File: src/rtl/bomb_input_conditioner_pkg.sv
// Shared bomb constants: debounce default and the button FSM state encodings.
package bomb_input_conditioner_pkg;

    // 10 ms at a 50 MHz clock.
    localparam int DEBOUNCE_CYCLES_DEFAULT = 500000;

    typedef enum logic [1:0] {
        IDLE        = 2'd0,
        PRESS_CHK   = 2'd1,
        HELD        = 2'd2,
        RELEASE_CHK = 2'd3
    } btn_state_t;

endpackage

File: src/rtl/bomb_input_conditioner_debounce_cell.sv
// Purpose: 2-flop synchronizer plus stability counter for one raw level input.
// Latency: a stable raw change reaches out_level after edge DEBOUNCE_CYCLES+2.
// Backpressure: none; free-running level path.
module debounce_cell
    import bomb_input_conditioner_pkg::*;
#(
    parameter int DEBOUNCE_CYCLES = DEBOUNCE_CYCLES_DEFAULT
) (
    input  logic clk,
    input  logic async_nreset,
    input  logic in_raw,
    output logic out_level
);

    localparam int CW = $clog2(DEBOUNCE_CYCLES);
    localparam logic [CW-1:0] CNT_MAX = CW'(DEBOUNCE_CYCLES - 1);

    logic [1:0]    sync_q;
    logic [CW-1:0] cnt;

    always_ff @(posedge clk or negedge async_nreset) begin
        if (!async_nreset) begin
            sync_q    <= 2'b00;
            cnt       <= '0;
            out_level <= 1'b0;
        end else begin
            sync_q <= {sync_q[0], in_raw};
            // Any sample agreeing with the output restarts the stability window.
            if (sync_q[1] == out_level) begin
                cnt <= '0;
            end else if (cnt == CNT_MAX) begin
                out_level <= sync_q[1];
                cnt       <= '0;
            end else begin
                cnt <= cnt + 1'b1;
            end
        end
    end

endmodule

File: src/rtl/bomb_input_conditioner.sv
// Purpose: debounce the start button into a one-cycle pulse and the three switches into levels.
// Latency: pulse after edge DEBOUNCE_CYCLES+3 of a held press; switches after edge DEBOUNCE_CYCLES+2.
// Backpressure: none; outputs are registered and always valid.
module bomb_input_conditioner
    import bomb_input_conditioner_pkg::*;
#(
    parameter int DEBOUNCE_CYCLES = DEBOUNCE_CYCLES_DEFAULT
) (
    input  logic       clk,
    input  logic       async_nreset,
    input  logic       key_n,
    input  logic [2:0] sw_raw,
    output logic       start_countdown,
    output logic       sw3,
    output logic       sw2,
    output logic       sw1
);

    localparam int CW = $clog2(DEBOUNCE_CYCLES);
    localparam logic [CW-1:0] CNT_MAX = CW'(DEBOUNCE_CYCLES - 1);

    logic [1:0]    key_sync;
    logic          pressed;
    btn_state_t    state;
    btn_state_t    state_nxt;
    logic [CW-1:0] cnt;
    logic [CW-1:0] cnt_nxt;
    logic          pulse_nxt;

    // Key synchronizer resets to released so a button held through reset is seen as a new press.
    always_ff @(posedge clk or negedge async_nreset) begin
        if (!async_nreset) begin
            key_sync <= 2'b11;
        end else begin
            key_sync <= {key_sync[0], key_n};
        end
    end

    assign pressed = ~key_sync[1];

    always_ff @(posedge clk or negedge async_nreset) begin
        if (!async_nreset) begin
            state           <= IDLE;
            cnt             <= '0;
            start_countdown <= 1'b0;
        end else begin
            state           <= state_nxt;
            cnt             <= cnt_nxt;
            start_countdown <= pulse_nxt;
        end
    end

    always_comb begin
        state_nxt = state;
        cnt_nxt   = cnt;
        case (state)
            IDLE: begin
                if (pressed) begin
                    state_nxt = PRESS_CHK;
                    cnt_nxt   = '0;
                end
            end
            PRESS_CHK: begin
                if (!pressed) begin
                    state_nxt = IDLE;
                    cnt_nxt   = '0;
                end else if (cnt == CNT_MAX) begin
                    state_nxt = HELD;
                    cnt_nxt   = '0;
                end else begin
                    cnt_nxt = cnt + 1'b1;
                end
            end
            HELD: begin
                if (!pressed) begin
                    state_nxt = RELEASE_CHK;
                    cnt_nxt   = '0;
                end
            end
            RELEASE_CHK: begin
                if (pressed) begin
                    state_nxt = HELD;
                    cnt_nxt   = '0;
                end else if (cnt == CNT_MAX) begin
                    state_nxt = IDLE;
                    cnt_nxt   = '0;
                end else begin
                    cnt_nxt = cnt + 1'b1;
                end
            end
            default: begin
                state_nxt = IDLE;
                cnt_nxt   = '0;
            end
        endcase
    end

    always_comb begin
        pulse_nxt = 1'b0;
        if (state == PRESS_CHK && pressed && cnt == CNT_MAX) begin
            pulse_nxt = 1'b1;
        end
    end

    debounce_cell #(.DEBOUNCE_CYCLES(DEBOUNCE_CYCLES)) u_sw1 (
        .clk          (clk),
        .async_nreset (async_nreset),
        .in_raw       (sw_raw[0]),
        .out_level    (sw1)
    );

    debounce_cell #(.DEBOUNCE_CYCLES(DEBOUNCE_CYCLES)) u_sw2 (
        .clk          (clk),
        .async_nreset (async_nreset),
        .in_raw       (sw_raw[1]),
        .out_level    (sw2)
    );

    debounce_cell #(.DEBOUNCE_CYCLES(DEBOUNCE_CYCLES)) u_sw3 (
        .clk          (clk),
        .async_nreset (async_nreset),
        .in_raw       (sw_raw[2]),
        .out_level    (sw3)
    );

endmodule

File: config.mk
export PLATFORM = sky130hd
export DESIGN_NAME = bomb_input_conditioner
export DESIGN_NICKNAME = d
export VERILOG_FILES = /design/src/rtl/bomb_input_conditioner_pkg.sv /design/src/rtl/bomb_input_conditioner_debounce_cell.sv /design/src/rtl/bomb_input_conditioner.sv
export SDC_FILE = /design/constraint.sdc
export NUM_CORES = 1
export LEC_CHECK = 0
export CAP_MARGIN = 10
export CORE_ASPECT_RATIO = 1.75
export CORE_MARGIN = 1
export CORE_UTILIZATION = 50
export CTS_BUF_LIST = sky130_fd_sc_hd__clkbuf_16
export CTS_CLUSTER_SIZE = 40
export DETAILED_ROUTE_END_ITERATION = 6
export PLACE_DENSITY = 0.66
export SLEW_MARGIN = 25
export SYNTH_ARGS = -nofsm -noshare
export SYNTH_HDL_FRONTEND = slang
export SYNTH_SLANG_ARGS = --single-unit
File: constraint.sdc
create_clock -name clk -period 2.21 [get_ports clk]
set_clock_uncertainty 0.2 [all_clocks]
set_input_delay 0.442 -clock clk [delete_from_list [all_inputs] [get_ports clk]]
set_output_delay 0.442 -clock clk [all_outputs]
set_load 0.02 [all_outputs]
==> run_results.csv, run 1 <==
group,metric,value,unit
final_layout,final_layout_size_suffix_gt1_share,11.5,%
clocking,clock_tree.root_cell,"clkbuf_16",
synthesis,synth_cells,434,
sta,post-route-min-period,2110,ps
sta,setup_total_negative_slack,0,ps
power_and_ir_drop,total_leakage_power,2.12,nW
final_layout,post-route-cell-area,4930,um2
worst_setup_path,worst-setup-path-type,"reg -> reg",
final_layout,num-fill-cells,748,
clocking,cts.reportedPaths.clkPinSlew,60,ps
power_and_ir_drop,switching_share,23.3,%
synthesis,synth_edf_count,0,
sta,finalHoldViolCount,0,
synthesis,synth.net_count,444,
power_and_ir_drop,seq_power_share,52.4,%
die,design.die.area,9190,um2
sta,timing.final.setup_violations,0,
route,ant_nets,0,
synthesis,postSynth.asyncResetShare,100,%
clocking,worstSkewPairLatency,340,ps
die,num_rows,44,
hold_path,min-delay-path-class,"reg -> reg",
clocking,cts.sinks,90,
clocking,clock_tree.htree_level_count,3,
synthesis,postSynthRegisterBits,90,
die,design.core.area,8420,um2
worst_setup_path,required,2230,ps
final_layout,antennaDiodeCount,0,
sta,timing_max_transition_violations_final,0,
die,top_level_ports,10,
power_and_ir_drop,switchingPower,0.755,mW
job,max_cap_viols,0,
clocking,tritoncts.num_buffers,9,
route,initialDrtViolationCount,206,
power_and_ir_drop,power_density,657,nW/um2
worst_setup_path,crit_path_max_fanout,12,
sta,timing.slew.headroom,46.4,%
placement,post_dp_cell_area,4620,um2
route,detail_route.first_pass.iterations,4,
final_layout,commonest_cells_after_routing_fill_and_taps_aside,"dfrtp_1 (88), nor2_1 (76), xor2_1 (36)",
power_and_ir_drop,clock_power_share,43.4,%
placement,placement.setup.worst_slack,125,ps
clocking,tritoncts_clock_tree,"built",
worst_setup_path,crit_path_end_kind,"flop",
global_route,globalRouteTotalUtil,20.6,%
final_layout,design.final.nets,465,
die,die_h,126,um
synthesis,netlist_area_before_placement,4400,um2
power_and_ir_drop,p_comb_share,4.2,%
global_route,number_of_antenna_violations_at_the_first_check_in_global_routing,0,
final_layout,post-route-util,58.5,%
route,routed_wirelength,8410,um
synthesis,ys_seq_area_share,51.2,%
sta,worst_slack,97.5,ps
worst_setup_path,worstPathArrival,2140,ps
sta,rsz_0062_raised_after_global_routing,"no",
run_status,status,"finished clean",
power_and_ir_drop,vdd.ir_drop.worst,441,uV
die,die_w,72.9,um
sta,max_freq,473,MHz
synthesis,postSynthAreaPerCell,10.1,um2
worst_setup_path,startpoint_type,"flop",
synthesis,synth_top_flop_cell,"dfrtp_1",
die,effective_utilization_at_floorplan,52.2,%
synthesis,synthesis.yosys.warnings,0,
placement,dp_hpwl,5690,um
sta,period_share,95.6,%
global_route,pin_count_of_the_biggest_net_entering_global_routing,39,
placement,io_buffers,9,
clocking,clk_path_buf_depth,2,
global_route,first_global_vias,3243,
placement,finalWeightedCongestion,0.892,
sta,timing_worst_slew_pin_value,803,ps
route,route.detailed.vias_per_inst,5.53,
power_and_ir_drop,internal_power,2.48,mW
final_layout,area.growth.synth_to_final,12.0,%
final_layout,layout.cells.most_common,"dfrtp_1",
global_route,grt_first_pass_wirelength,14800,um
global_route,grt_overflow,0,
synthesis,post_synth_num_cell_types,49,
route,drt_drc_violations_left,0,
route,post_drt_wl_per_cell,14.6,um
route,detailroute.via_count,3182,
-- worst max-delay path, stage by stage, from the launching register on --
cell and delay [ps]:
dfrtp_1 440, ha_4 190, nand4_1 140, nor4_4 360, a21oi_2 110, buf_4 190
a21o_1 160, a22o_1 220
-- layout make-up --
class / instances / area [um2] / area share, %
flip-flops and latches: 90 / 2250 / 45.7
clock buffers: 9 / 225 / 4.57
clock inverters: 7 / 43.8 / 0.888
well taps: 115 / 144 / 2.92
multi-input cells: 321 / 2020 / 41.1
repair buffers: 21 / 193 / 3.91
inverters: 12 / 45.0 / 0.914
-- final timing paths --
path                                 startpoint               to  slack, ps  cells after the start
worst max-delay path                     cnt[0]          cnt[12]        100                      7
worst min-delay path            u_sw3.sync_q[0]  u_sw3.sync_q[1]        150                      0
worst max register to register           cnt[0]          cnt[12]        100                      7
worst min register to register  u_sw3.sync_q[0]  u_sw3.sync_q[1]        150                      0
max in group asynchronous          async_nreset     u_sw3.cnt[6]        930                      3
min in group asynchronous          async_nreset     u_sw1.cnt[7]        330                      2
-- power groups by stage --
| stage | logic [mW] | clock network, mW | registers (mW) |
|---|---|---|---|
| after floorplan | 0.0777 | 0 | 1.72 |
| after global placement | 0.132 | 0 | 1.73 |
| after detailed placement | 0.136 | 0 | 1.73 |
| after CTS | 0.138 | 1.44 | 1.70 |
| after global routing | 0.160 | 1.49 | 1.70 |
| final | 0.137 | 1.40 | 1.70 |
-- cells in the mapped netlist, types with 6 or more instances --
master	n	area [um2]
dfrtp_1	88	2200
and4_1	7	61.3
and3_1	7	43.8
nand4_1	23	144
nor2_1	76	285
xnor2_1	19	166
nor3_1	10	50.1
xor2_1	36	315
nand2_1	28	105
o21ai_0	7	35.0
a21oi_1	9	45.0
inv_1	12	45.0
buf_4	6	45.0
nand3_1	33	165
-- through the flow --
stage	power, mW	hold slack [ps]	instances
floorplan	1.80	-53.6	434
global placement	1.86	132	555
detailed placement	1.86	139	555
CTS	3.27	156	572
global route	3.35	167	575
finish	3.24	152	575
-- flip-flops by register name, summed over array words and instances, names as in the netlist, 2 cells and up, named ones only --
register,cells
u_sw1.cnt,19
u_sw3.sync_q,2
u_sw2.sync_q,2
u_sw3.cnt,19
u_sw1.sync_q,2
key_sync,2
cnt,19
u_sw2.cnt,19
-- per-layer routing --
layer  wire length, um  up-vias  track usage [%]
li1                  -     1548                -
met1              3580     1573             24.7
met2              4430       45             35.6
met3               188       16             2.96
met4               221        0             9.92
met5                 0        -                0
-- repair_timing --
item | CTS | global route
setup endpoints to repair | 0 | 5
resized for setup | 0 | 2
hold buffers | 1 | 0
endpoints found under the hold margin | 18 | 0
setup buffers | 0 | 3
-- kinds of logic (layout without fill, tap and decap cells) --
kind of cell               count (synthesis)  after routing  share of synthesized area (%)
buffers and inverters                     23             49                           3.04
muxes                                      7              7                           1.71
adders and majority gates                  4              4                           1.14
and+or+nand+nor                          222            222                           26.8
xor gates and xnor gates                  56             56                           11.3
AOI/OAI and AO/OA                         32             32                           4.81
DFF                                       90             90                           51.2
Note: power is estimated with default switching activity, not from simulation.
==> run 2, diff against run 1 <==
--- a/config.mk
+++ b/config.mk
@@ -5,7 +5,7 @@
 export SDC_FILE = /design/constraint.sdc
 export NUM_CORES = 1
 export LEC_CHECK = 0
-export CAP_MARGIN = 10
+export CAP_MARGIN = 5
 export CORE_ASPECT_RATIO = 1.75
 export CORE_MARGIN = 1
 export CORE_UTILIZATION = 50
==> constraint.sdc (replaced) <==
create_clock -name clk -period 2 [get_ports clk]
set_clock_uncertainty 0.2 [all_clocks]
set_input_delay 0.4 -clock clk [delete_from_list [all_inputs] [get_ports clk]]
set_output_delay 0.4 -clock clk [all_outputs]
set_load 0.02 [all_outputs]
==> run 2 against run 1 <==
  * Worst hold slack gained 1.7 ps
  * Sequential share of layout area shrank 2.9 points
  * Clock power grew 40%
  * Final area grew 6.7%
  * Die area is the same
  * First-iteration DRC count grew 12%
  * Non-clock buffer count grew 20
  * Largest cell class unchanged
  * Highest routed layer unchanged
==> run_results.csv, run 2 (synthesis gave the netlist of run 1 again) <==
group,metric,value,unit
job,max_cap_viols,0,
placement,io_buffers,9,
worst_setup_path,crit_path_top_delay_cell,"clkdlybuf4s50_1",
global_route,globalRouteTotalUtil,20.6,%
route,ant_nets,0,
worst_setup_path,crit_path_end_kind,"primary output",
worst_setup_path,critPathTopFamily,"buffers and inverters",
hold_path,min-delay-path-class,"reg -> reg",
route,drt_drc_violations_left,0,
placement,placement.setup.worst_slack,-17.9,ps
clocking,tritoncts.num_buffers,9,
sta,timing.final.setup_violations,0,
clocking,clk_path_buf_depth,2,
final_layout,antennaDiodeCount,0,
route,detail_route.first_pass.iterations,4,
sta,worst_slack,66.2,ps
route,post_drt_wl_per_cell,14.1,um
die,top_level_ports,10,
worst_setup_path,reg2reg_slack,80,ps
power_and_ir_drop,total_leakage_power,2.33,nW
final_layout,final_layout_size_suffix_gt1_share,16.7,%
sta,rsz_0062_raised_after_global_routing,"yes",
clocking,cts.sinks,90,
die,die_h,126,um
final_layout,area.growth.synth_to_final,19.5,%
clocking,cts.reportedPaths.clkPinSlew,60,ps
die,effective_utilization_at_floorplan,52.2,%
sta,max_freq,517,MHz
final_layout,layout.cells.most_common,"dfrtp_1",
route,detailroute.via_count,3251,
worst_setup_path,crit_chain,"clkdlybuf4s50_1",
sta,timing_max_transition_violations_final,0,
global_route,number_of_antenna_violations_at_the_first_check_in_global_routing,0,
clocking,tritoncts_clock_tree,"built",
worst_setup_path,worstPathArrival,1330,ps
route,initialDrtViolationCount,231,
final_layout,finalNonFillerCells,595,
worst_setup_path,required,1400,ps
final_layout,design.final.nets,485,
worst_setup_path,startpoint_type,"flop",
worst_setup_path,crit_path_max_fanout,3,
sta,timing_worst_slew_pin_value,476,ps
sta,finalHoldViolCount,0,
final_layout,num-fill-cells,708,
worst_setup_path,cp.buffers_inverters,1,
clocking,clock_tree.root_cell,"clkbuf_16",
die,design.die.area,9190,um2
worst_setup_path,cp_slowest_stage_delay,610,ps
placement,dp_hpwl,5700,um
placement,number_of_placed_instances_taps_included,575,
power_and_ir_drop,power_density,761,nW/um2
worst_setup_path,worst-setup-path-type,"reg -> out",
global_route,grt_overflow,0,
clocking,worstSkewPairLatency,350,ps
run_status,status,"finished clean",
global_route,pin_count_of_the_biggest_net_entering_global_routing,91,
sta,post-route-min-period,1930,ps
power_and_ir_drop,vdd.ir_drop.worst,535,uV
die,design.core.area,8420,um2
route,routed_wirelength,8380,um
final_layout,commonest_cells_after_routing_fill_and_taps_aside,"dfrtp_1 (88), nor2_1 (75), xor2_1 (36)",
sta,timing.slew.headroom,68.2,%
die,die_w,72.9,um
placement,finalWeightedCongestion,0.874,
global_route,grt_first_pass_wirelength,14500,um
route,route.detailed.vias_per_inst,5.46,
global_route,first_global_vias,3272,
clocking,clock_tree.htree_level_count,3,
die,num_rows,44,
sta,period_share,96.7,%
==> run 2: worst register-to-register path: cells and delay by family (launching register included) <==
| family | cells | cell delay (ps) |
|---|---|---|
| buffers and inverters | 1 | 160 |
| adders and majority gates | 1 | 190 |
| and+or+nand+nor | 5 | 910 |
| DFF | 1 | 400 |
==> run 2: cell type report <==
cell class	instances	area, um2	share of cell area [%]
Sequential cell	90	2250	42.9
Clock inverter	7	125	2.38
Multi-Input combinational cell	321	2080	39.6
Inverter	12	45.0	0.857
Timing Repair Buffer	41	384	7.30
Tap cell	115	144	2.74
Clock buffer	9	225	4.28
==> run 2: final timing paths <==
check,startpoint,endpoint,cells past startpoint
worst max-delay path,u_sw2.out_level,sw2,1
worst min-delay path,u_sw2.sync_q[0],u_sw2.sync_q[1],0
worst max register to register,cnt[1],cnt[18],7
worst min register to register,u_sw2.sync_q[0],u_sw2.sync_q[1],0
max in group asynchronous,async_nreset,key_sync[1],3
min in group asynchronous,async_nreset,u_sw1.cnt[12],3
==> run 2: routing by layer <==
metal	vias to the layer above	part of all wire [%]	global-route usage, %
met1	1578	42	24.1
met4	0	3.4	10.3
met2	57	52	34.4
li1	1592	-	-
met5	-	0	0
met3	24	2.9	5.20
==> run 2: power breakdown <==
| part | total (mW) | switching, mW | internal [mW] | leakage (nW) |
|---|---|---|---|---|
| clock | 1.96 | 0.724 | 1.23 | 0.164 |
| combinational | 0.170 | 0.101 | 0.0689 | 0.937 |
| sequential | 1.87 | 0.0255 | 1.85 | 1.23 |
| total | 4.00 | 0.851 | 3.15 | 2.33 |
==> run 2: per-stage QoR <==
step	power, mW	area [um2]	utilization [%]	hold slack, ps	setup TNS (ps)
3_5_place_dp	2.07	4790	56.9	142	-20.4
5_1_grt	4.16	5260	62.4	163	0
4_1_cts	4.05	5160	61.3	158	0
2_1_floorplan	1.99	4400	-	-95.6	0
3_3_place_gp	2.07	4790	56.9	133	0
6_report	4.00	5260	62.4	154	0
==> run 2: repair_timing <==
item                                    4_1_cts  5_1_grt
hold endpoints to repair                     88        0
gates resized for setup                       1       17
pin swaps                                     2        4
endpoints found under the setup margin        5       73
buffers inserted                              1        2
hold buffers                                  1        0
cloned                                        0        0
